`src/rtl/uart_pkg.sv`:
```
// Shared definitions for the parametrised UART: parity modes, FSM states and
// the parity helper used by both the transmitter and the receiver.
package uart_pkg;

  localparam int PARITY_NONE = 0;
  localparam int PARITY_ODD  = 1;
  localparam int PARITY_EVEN = 2;

  typedef enum logic [2:0] {
    TX_IDLE,
    TX_START,
    TX_DATA,
    TX_PARITY,
    TX_STOP
  } tx_state_e;

  typedef enum logic [2:0] {
    RX_IDLE,
    RX_START,
    RX_DATA,
    RX_PARITY,
    RX_STOP
  } rx_state_e;

  // Frame parity bit for a data word; narrower words are zero-extended,
  // which leaves the XOR reduction unchanged.
  function automatic logic parity_bit(input logic [7:0] data, input int mode);
    case (mode)
      PARITY_ODD:  return ~^data;
      PARITY_EVEN: return ^data;
      default:     return 1'b0;
    endcase
  endfunction

endpackage

```
`src/rtl/uart_baud_tick.sv`:
```
// Sample-tick generator: counts 0..div and pulses on the terminal count.
// The divisor is captured only on restart so a frame in flight keeps its rate.
module uart_baud_tick #(
  parameter int DIV_WIDTH = 16
) (
  input  logic                 clk,
  input  logic                 rst,
  input  logic                 restart_i,
  input  logic [DIV_WIDTH-1:0] div_i,
  output logic                 tick_o
);

  logic [DIV_WIDTH-1:0] cnt_q;
  logic [DIV_WIDTH-1:0] div_q;

  // Free-running counter, realigned to zero by restart.
  always_ff @(posedge clk) begin
    if (rst) begin
      cnt_q <= '0;
      div_q <= '0;
    end else if (restart_i) begin
      cnt_q <= '0;
      div_q <= div_i;
    end else if (cnt_q == div_q) begin
      cnt_q <= '0;
    end else begin
      cnt_q <= cnt_q + 1'b1;
    end
  end

  assign tick_o = (cnt_q == div_q);

endmodule

```
`src/rtl/uart_param.sv`:
```
// Full-duplex UART with valid/ready byte ports, runtime divisor and an
// oversampled majority-vote receiver.
//
// state     | meaning
// IDLE      | line idle, waiting for a byte (TX) or a falling edge (RX)
// START     | start bit
// DATA      | data bits, LSB first
// PARITY    | parity bit (only when PARITY != 0)
// STOP      | stop bit(s); RX leaves as soon as the first stop is decided
module uart_param import uart_pkg::*; #(
  parameter int DATA_BITS  = 8,
  parameter int PARITY     = 0,
  parameter int STOP_BITS  = 1,
  parameter int OVERSAMPLE = 16,
  parameter int DIV_WIDTH  = 16
) (
  input  logic                 clk,
  input  logic                 rst,
  input  logic [DIV_WIDTH-1:0] div,
  input  logic                 rx,
  output logic                 tx,
  input  logic                 tx_valid,
  output logic                 tx_ready,
  input  logic [DATA_BITS-1:0] tx_data,
  output logic                 rx_valid,
  input  logic                 rx_ready,
  output logic [DATA_BITS-1:0] rx_data,
  output logic                 rx_frame_err,
  output logic                 rx_parity_err,
  output logic                 rx_overrun,
  output logic                 tx_busy,
  output logic                 rx_busy
);

  localparam int TW = $clog2(OVERSAMPLE);
  localparam logic [TW-1:0] T_LAST = TW'(OVERSAMPLE - 1);
  localparam logic [TW-1:0] S_0    = TW'(OVERSAMPLE / 2 - 1);
  localparam logic [TW-1:0] S_1    = TW'(OVERSAMPLE / 2);
  localparam logic [TW-1:0] S_2    = TW'(OVERSAMPLE / 2 + 1);
  localparam logic [2:0]    D_LAST = 3'(DATA_BITS - 1);
  localparam logic [2:0]    P_LAST = 3'(STOP_BITS - 1);

  // ---------------- transmitter ----------------
  tx_state_e              tx_state_q;
  logic [TW-1:0]          tx_tcnt_q;
  logic [2:0]             tx_bcnt_q;
  logic [DATA_BITS-1:0]   tx_shift_q;
  logic                   tx_par_q;
  logic                   tx_q;
  logic                   tx_tick, tx_bit_end, tx_last_stop, tx_accept;

  assign tx_bit_end   = tx_tick & (tx_tcnt_q == T_LAST);
  assign tx_last_stop = (tx_state_q == TX_STOP) & (tx_bcnt_q == P_LAST);
  // Ready also in the final clk of the last stop bit so streaming has no gap.
  assign tx_ready     = ~rst & ((tx_state_q == TX_IDLE) | (tx_last_stop & tx_bit_end));
  assign tx_accept    = tx_valid & tx_ready;
  assign tx           = tx_q;
  assign tx_busy      = (tx_state_q != TX_IDLE);

  uart_baud_tick #(.DIV_WIDTH(DIV_WIDTH)) u_tx_tick (
    .clk       (clk),
    .rst       (rst),
    .restart_i (tx_accept),
    .div_i     (div),
    .tick_o    (tx_tick)
  );

  // TX frame sequencer; the line value is registered and changes on bit ends.
  always_ff @(posedge clk) begin
    if (rst) begin
      tx_state_q <= TX_IDLE;
      tx_tcnt_q  <= '0;
      tx_bcnt_q  <= '0;
      tx_shift_q <= '0;
      tx_par_q   <= 1'b0;
      tx_q       <= 1'b1;
    end else begin
      if (tx_accept)    tx_tcnt_q <= '0;
      else if (tx_tick) tx_tcnt_q <= (tx_tcnt_q == T_LAST) ? '0 : tx_tcnt_q + 1'b1;

      if (tx_accept) begin
        tx_shift_q <= tx_data;
        tx_par_q   <= parity_bit(8'(tx_data), PARITY);
        tx_bcnt_q  <= '0;
        tx_q       <= 1'b0;
        tx_state_q <= TX_START;
      end else if (tx_bit_end) begin
        case (tx_state_q)
          TX_START: begin
            tx_q       <= tx_shift_q[0];
            tx_shift_q <= tx_shift_q >> 1;
            tx_state_q <= TX_DATA;
          end
          TX_DATA: begin
            if (tx_bcnt_q == D_LAST) begin
              tx_bcnt_q <= '0;
              if (PARITY != PARITY_NONE) begin
                tx_q       <= tx_par_q;
                tx_state_q <= TX_PARITY;
              end else begin
                tx_q       <= 1'b1;
                tx_state_q <= TX_STOP;
              end
            end else begin
              tx_bcnt_q  <= tx_bcnt_q + 1'b1;
              tx_q       <= tx_shift_q[0];
              tx_shift_q <= tx_shift_q >> 1;
            end
          end
          TX_PARITY: begin
            tx_q       <= 1'b1;
            tx_state_q <= TX_STOP;
          end
          TX_STOP: begin
            if (tx_last_stop) tx_state_q <= TX_IDLE;
            else              tx_bcnt_q  <= tx_bcnt_q + 1'b1;
          end
          default: ;
        endcase
      end
    end
  end

  // ---------------- receiver ----------------
  rx_state_e              rx_state_q;
  logic                   rx_s1_q, rx_s2_q, rx_s3_q;
  logic [TW-1:0]          rx_tcnt_q;
  logic [2:0]             rx_bcnt_q;
  logic [DATA_BITS-1:0]   rx_shift_q;
  logic [1:0]             rx_samp_q;
  logic                   rx_pe_q;
  logic                   rx_tick, rx_fall, rx_restart, rx_bit_end, rx_decide, rx_maj, rx_done;
  logic                   rx_valid_q, rx_fe_out_q, rx_pe_out_q, rx_ov_q;
  logic [DATA_BITS-1:0]   rx_data_q;

  assign rx_fall    = ~rx_s2_q & rx_s3_q;
  assign rx_restart = (rx_state_q == RX_IDLE) & rx_fall;
  assign rx_bit_end = rx_tick & (rx_tcnt_q == T_LAST);
  assign rx_decide  = rx_tick & (rx_tcnt_q == S_2);
  assign rx_maj     = (rx_samp_q[0] & rx_samp_q[1]) | (rx_samp_q[0] & rx_s2_q) |
                      (rx_samp_q[1] & rx_s2_q);
  assign rx_done    = (rx_state_q == RX_STOP) & rx_decide;
  assign rx_busy    = (rx_state_q != RX_IDLE);

  uart_baud_tick #(.DIV_WIDTH(DIV_WIDTH)) u_rx_tick (
    .clk       (clk),
    .rst       (rst),
    .restart_i (rx_restart),
    .div_i     (div),
    .tick_o    (rx_tick)
  );

  // Synchroniser, sample capture and RX frame sequencer.
  always_ff @(posedge clk) begin
    if (rst) begin
      rx_s1_q    <= 1'b1;
      rx_s2_q    <= 1'b1;
      rx_s3_q    <= 1'b1;
      rx_state_q <= RX_IDLE;
      rx_tcnt_q  <= '0;
      rx_bcnt_q  <= '0;
      rx_shift_q <= '0;
      rx_samp_q  <= '0;
      rx_pe_q    <= 1'b0;
    end else begin
      rx_s1_q <= rx;
      rx_s2_q <= rx_s1_q;
      rx_s3_q <= rx_s2_q;

      if (rx_restart)   rx_tcnt_q <= '0;
      else if (rx_tick) rx_tcnt_q <= (rx_tcnt_q == T_LAST) ? '0 : rx_tcnt_q + 1'b1;

      if (rx_tick && rx_tcnt_q == S_0) rx_samp_q[0] <= rx_s2_q;
      if (rx_tick && rx_tcnt_q == S_1) rx_samp_q[1] <= rx_s2_q;

      case (rx_state_q)
        RX_IDLE: begin
          if (rx_fall) begin
            rx_bcnt_q  <= '0;
            rx_pe_q    <= 1'b0;
            rx_state_q <= RX_START;
          end
        end
        RX_START: begin
          if (rx_decide && rx_maj) rx_state_q <= RX_IDLE;
          else if (rx_bit_end)     rx_state_q <= RX_DATA;
        end
        RX_DATA: begin
          if (rx_decide) rx_shift_q <= {rx_maj, rx_shift_q[DATA_BITS-1:1]};
          if (rx_bit_end) begin
            if (rx_bcnt_q == D_LAST) begin
              rx_bcnt_q  <= '0;
              rx_state_q <= (PARITY != PARITY_NONE) ? RX_PARITY : RX_STOP;
            end else begin
              rx_bcnt_q <= rx_bcnt_q + 1'b1;
            end
          end
        end
        RX_PARITY: begin
          if (rx_decide)  rx_pe_q    <= rx_maj ^ parity_bit(8'(rx_shift_q), PARITY);
          if (rx_bit_end) rx_state_q <= RX_STOP;
        end
        RX_STOP: begin
          if (rx_decide) rx_state_q <= RX_IDLE;
        end
        default: rx_state_q <= RX_IDLE;
      endcase
    end
  end

  // Output holding register with overrun detection.
  always_ff @(posedge clk) begin
    if (rst) begin
      rx_valid_q  <= 1'b0;
      rx_data_q   <= '0;
      rx_fe_out_q <= 1'b0;
      rx_pe_out_q <= 1'b0;
      rx_ov_q     <= 1'b0;
    end else begin
      rx_ov_q <= 1'b0;
      if (rx_done) begin
        if (!rx_valid_q || rx_ready) begin
          rx_data_q   <= rx_shift_q;
          rx_fe_out_q <= ~rx_maj;
          rx_pe_out_q <= rx_pe_q;
          rx_valid_q  <= 1'b1;
        end else begin
          rx_ov_q <= 1'b1;
        end
      end else if (rx_valid_q && rx_ready) begin
        rx_valid_q <= 1'b0;
      end
    end
  end

  assign rx_valid      = rx_valid_q;
  assign rx_data       = rx_data_q;
  assign rx_frame_err  = rx_fe_out_q;
  assign rx_parity_err = rx_pe_out_q;
  assign rx_overrun    = rx_ov_q;

endmodule

```
`config.mk`:
```
export PLATFORM = sky130hd
export DESIGN_NAME = uart_param
export DESIGN_NICKNAME = d
export VERILOG_FILES = /design/src/rtl/uart_pkg.sv /design/src/rtl/uart_baud_tick.sv /design/src/rtl/uart_param.sv
export SDC_FILE = /design/constraint.sdc
export NUM_CORES = 1
export LEC_CHECK = 0
export ABC_CLOCK_PERIOD_IN_PS = 3700
export CAP_MARGIN = 40
export CELL_PAD_IN_SITES_DETAIL_PLACEMENT = 0
export CELL_PAD_IN_SITES_GLOBAL_PLACEMENT = 1
export CORE_MARGIN = 8
export CORE_UTILIZATION = 45
export CTS_CLUSTER_SIZE = 14
export DETAILED_ROUTE_END_ITERATION = 8
export PLACE_DENSITY = 0.76
export SLEW_MARGIN = 20
export SYNTH_ARGS = -nofsm -noshare
export SYNTH_HDL_FRONTEND = slang
export SYNTH_HIERARCHICAL = 1
export SYNTH_SLANG_ARGS = --single-unit
```
`constraint.sdc`:
```
create_clock -name clk -period 3.7 [get_ports clk]
set_input_delay 0.74 -clock clk [delete_from_list [all_inputs] [get_ports clk]]
set_output_delay 0.74 -clock clk [all_outputs]
set_load 0.02 [all_outputs]
```
==> impl_table.tex <==
\begin{tabular}{lr}
\hline
Metric & Value \\
\hline
\multicolumn{2}{l}{\textbf{Worst hold path}} \\
Hold Crit Class & flip-flop to flip-flop \\
\multicolumn{2}{l}{\textbf{STA}} \\
Final hold violation count & 0 \\
Max Fclk & 286.8 MHz \\
Slew Viols, Final & 0 \\
Worst clock skew & 0.005194 ns \\
Final setup violation count & 0 \\
Final worst path period need & 3.487 ns \\
Post-route fraction of the period consumed by the critical path & 0.9425 \\
Smallest setup slack after layout & 0.2127 ns \\
Transition at the pin with the smallest max-transition slack & 0.7124 ns \\
RSZ-0062 raised after global routing & no \\
TNS Setup & 0 ns \\
Relative slew margins & 0.5236 \\
\multicolumn{2}{l}{\textbf{Cells and area}} \\
Leading cell type in the layout, fill and taps excluded & dfxtp\_1 \\
Net total in the final layout & 667 \\
Combined area of the multi-input logic cells & 2977 um\^{}2 \\
Share of final-layout standard cells stronger than drive strength 1 & 0.1236 \\
Most frequent cells in the layout & dfxtp\_1 (119), nor2\_1 (69), mux2i\_1 (52), xnor2\_1 (52), clkdlybuf4s50\_1 (43) \\
Area Overhead vs Synth & 19.50\% \\
Register cell area after layout & 2382 um\^{}2 \\
Diodes inserted & 0 \\
Fillcell total & 1137 \\
\multicolumn{2}{l}{\textbf{Global routing}} \\
Global router's overall resource usage & 0.1572 \\
Global-route wire length before repair & 20470 um \\
Total congestion overflow & 0 \\
Via count of the first global-routing pass & 4240 \\
Initial antenna violation count & 0 \\
Largest net degree at the start of global routing & 40 \\
\multicolumn{2}{l}{\textbf{Placed design}} \\
Total half-perimeter wirelength after legalization and detailed placement & 8727 um \\
Count of buffers inserted at the top-level ports & 44 \\
Worst-case setup slack after placement & 0.6485 ns \\
Final weighted congestion in routability-driven placement & 0.8179 \\
\multicolumn{2}{l}{\textbf{Yosys}} \\
Post-synthesis net count & 634 \\
Post-synth ARST share & 0 \\
Synthesized area per cell & 9.548 um\^{}2 \\
Cell count after synthesis & 594 \\
Sequential share of the synthesized area & 0.4200 \\
Total of flip-flops plus latches after synthesis & 119 \\
Count of cell types in the netlist & 53 \\
Cell area after synthesis & 5672 um\^{}2 \\
Count of flip-flops with a built-in enable after synthesis & 0 \\
Count of yosys warnings during synthesis & 6 \\
Leading register cell type out of synthesis & dfxtp\_1 \\
\multicolumn{2}{l}{\textbf{Critical path}} \\
Worst Setup End Kind & output pin \\
Largest driver fanout on the critical path & 9 \\
Startpoint type of the worst setup path & flip-flop \\
Worst Setup Path Type & flip-flop to output pin \\
Arrival time worst endpoint & 2.75 ns \\
Required time of the critical path & 2.96 ns \\
\multicolumn{2}{l}{\textbf{Floorplan}} \\
Core Region & 12470 um\^{}2 \\
Standard-cell row count & 41 \\
Initial core utilization & 0.4550 \\
DIE AREA & 16450 um\^{}2 \\
Vertical die dimension & 128.3 um \\
Io pins & 45 \\
Die span in x & 128.3 um \\
\multicolumn{2}{l}{\textbf{Clock tree}} \\
Gates resized, CTS repair & 0 \\
Number of CTS-inserted buffers & 17 \\
Root buffer selected by CTS & clkbuf\_16 \\
H-tree depth & 4 \\
Clock transition time at the flip-flop clock pins of the worst setup and hold paths & 0.05 ns \\
Post-cts hold buffer count & 0 \\
Clock insertion delay at the later pin of the skew report & 0.41 ns \\
CTS tree & built \\
Clk buf depth & 2 \\
Postcts setup bufs & 0 \\
Sinks on Clock Net & 119 \\
\multicolumn{2}{l}{\textbf{Drt}} \\
First-pass iteration count of the detailed router & 4 \\
Routed length per instance & 15.19 um \\
Via count & 4202 \\
Initial DRC Count & 264 \\
Vias/cell & 5.181 \\
Number of DRC violations after detailed routing & 0 \\
Routed Wire Length & 12320 um \\
Number of nets still failing antenna checks after routing & 0 \\
\multicolumn{2}{l}{\textbf{Pwr}} \\
Peak supply drop & 268.1 uV \\
Leakage power summed over all cells & 2.360 nW \\
Power Density & 517.7 nW/um\^{}2 \\
\multicolumn{2}{l}{\textbf{Run}} \\
Number of maximum-capacitance violations & 0 \\
\multicolumn{2}{l}{\textbf{Run status}} \\
Outcome & finished, final reports clean \\
\hline
\end{tabular}
## worst paths after layout
path	start	endpoint	slack [ns]	cells after the start
hold / removal	rx_s1_q	rx_s2_q	0.41	1
setup reg to reg	u_rx_tick/cnt_q[7]	rx_frame_err	0.93	8
hold reg to reg	rx_s1_q	rx_s2_q	0.41	1
setup / recovery	u_tx_tick/cnt_q[7]	tx_ready	0.21	7
## worst max-delay path: stages (launching register included)
cell	delay, ns
dfxtp_1	0.44
xnor2_1	0.18
nand4_1	0.18
nor4_4	0.33
and4_4	0.32
a21oi_2	0.13
nor2_1	0.14
clkdlybuf4s50_1	0.63
## per-layer routing
layer	share of wire	global-route usage	wire, um	up-vias
li1	-	-	-	2138
met5	0	0	0	-
met2	0.46	0.2522	5654	84
met1	0.47	0.1861	5809	1955
met4	0.024	0.07483	295	0
met3	0.046	0.05075	563	25
## area by class of cell
cell class	instances	area share
Clock inverter	8	0.02474
Tap cell	172	0.03175
Clock buffer	23	0.07200
Sequential cell	119	0.3515
Inverter	16	0.008861
Multi-Input combinational cell	422	0.4392
Timing Repair Buffer	51	0.07200
## cell usage after synthesis, types with 2 or more instances
library cell	n	area [um^2]
a21o_1	2	15.01
a21oi_1	30	150.1
a31oi_1	4	25.02
a32oi_1	3	26.28
buf_2	12	60.06
buf_4	2	15.01
buf_6	12	135.1
clkbuf_1	10	37.54
dfxtp_1	119	2382
ha_1	11	137.6
inv_1	15	56.30
mux2i_1	52	520.5
nand2_1	31	116.4
nand2b_1	3	18.77
nand3_1	25	125.1
nand4_1	15	93.84
nand4_2	4	50.05
nand4b_1	2	17.52
nor2_1	69	259.0
nor2b_1	5	31.28
nor3_1	23	115.1
nor3_2	19	190.2
nor3b_1	3	22.52
nor3b_2	2	25.02
nor4_1	8	50.05
nor4_4	2	42.54
nor4b_1	2	17.52
o211ai_1	6	45.04
o21ai_0	10	50.05
o31ai_1	6	45.04
or2_2	5	31.28
or3_4	2	22.52
xnor2_1	52	455.4
xnor2_2	4	65.06
xor2_1	6	52.55
## cell families (layout without fill, tap and decap cells)
group | after synthesis | after routing | synth area share
compound gates | 70 | 70 | 0.08052
buf+inv | 53 | 98 | 0.05515
fa+ha+maj | 12 | 12 | 0.02603
xor+xnor | 62 | 62 | 0.1010
mux | 52 | 52 | 0.09177
simple gates | 226 | 226 | 0.2255
flops | 119 | 119 | 0.4200
## power by group
part | leakage [nW] | total [W] | switching (W) | internal, W
registers | 0.964 | 0.00136 | 0.0000401 | 0.00132
clock network | 0.319 | 0.00181 | 0.000551 | 0.00126
logic | 1.08 | 0.000334 | 0.000194 | 0.000140
total | 2.36 | 0.00351 | 0.000785 | 0.00272
## stage by stage
| step | utilization | power [W] | hold slack [ns] | instances | area (um^2) |
|---|---|---|---|---|---|
| 2_1_floorplan | - | 0.001640 | 0.3895 | 594 | 5672 |
| 3_3_place_gp | 0.4911 | 0.001724 | 0.3949 | 780 | 6122 |
| 3_5_place_dp | 0.4911 | 0.001728 | 0.3976 | 780 | 6122 |
| 4_1_cts | 0.5437 | 0.003546 | 0.4104 | 811 | 6778 |
| 5_1_grt | 0.5437 | 0.003635 | 0.4391 | 811 | 6778 |
| 6_report | 0.5437 | 0.003509 | 0.4065 | 811 | 6778 |
## sequential cells by signal, summed over array words and instances (netlist names), 2 cells and up
name	flops
rx_state_q	3
rx_tcnt_q	4
rx_bcnt_q	3
rx_samp_q	2
tx_tcnt_q	4
rx_shift_q	8
u_tx_tick/div_q	16
tx_shift_q	8
rx_data	8
tx_bcnt_q	3
tx_state_q	3
u_tx_tick/cnt_q	16
u_rx_tick/cnt_q	16
u_rx_tick/div_q	16
(Power assumes the default switching activity.)
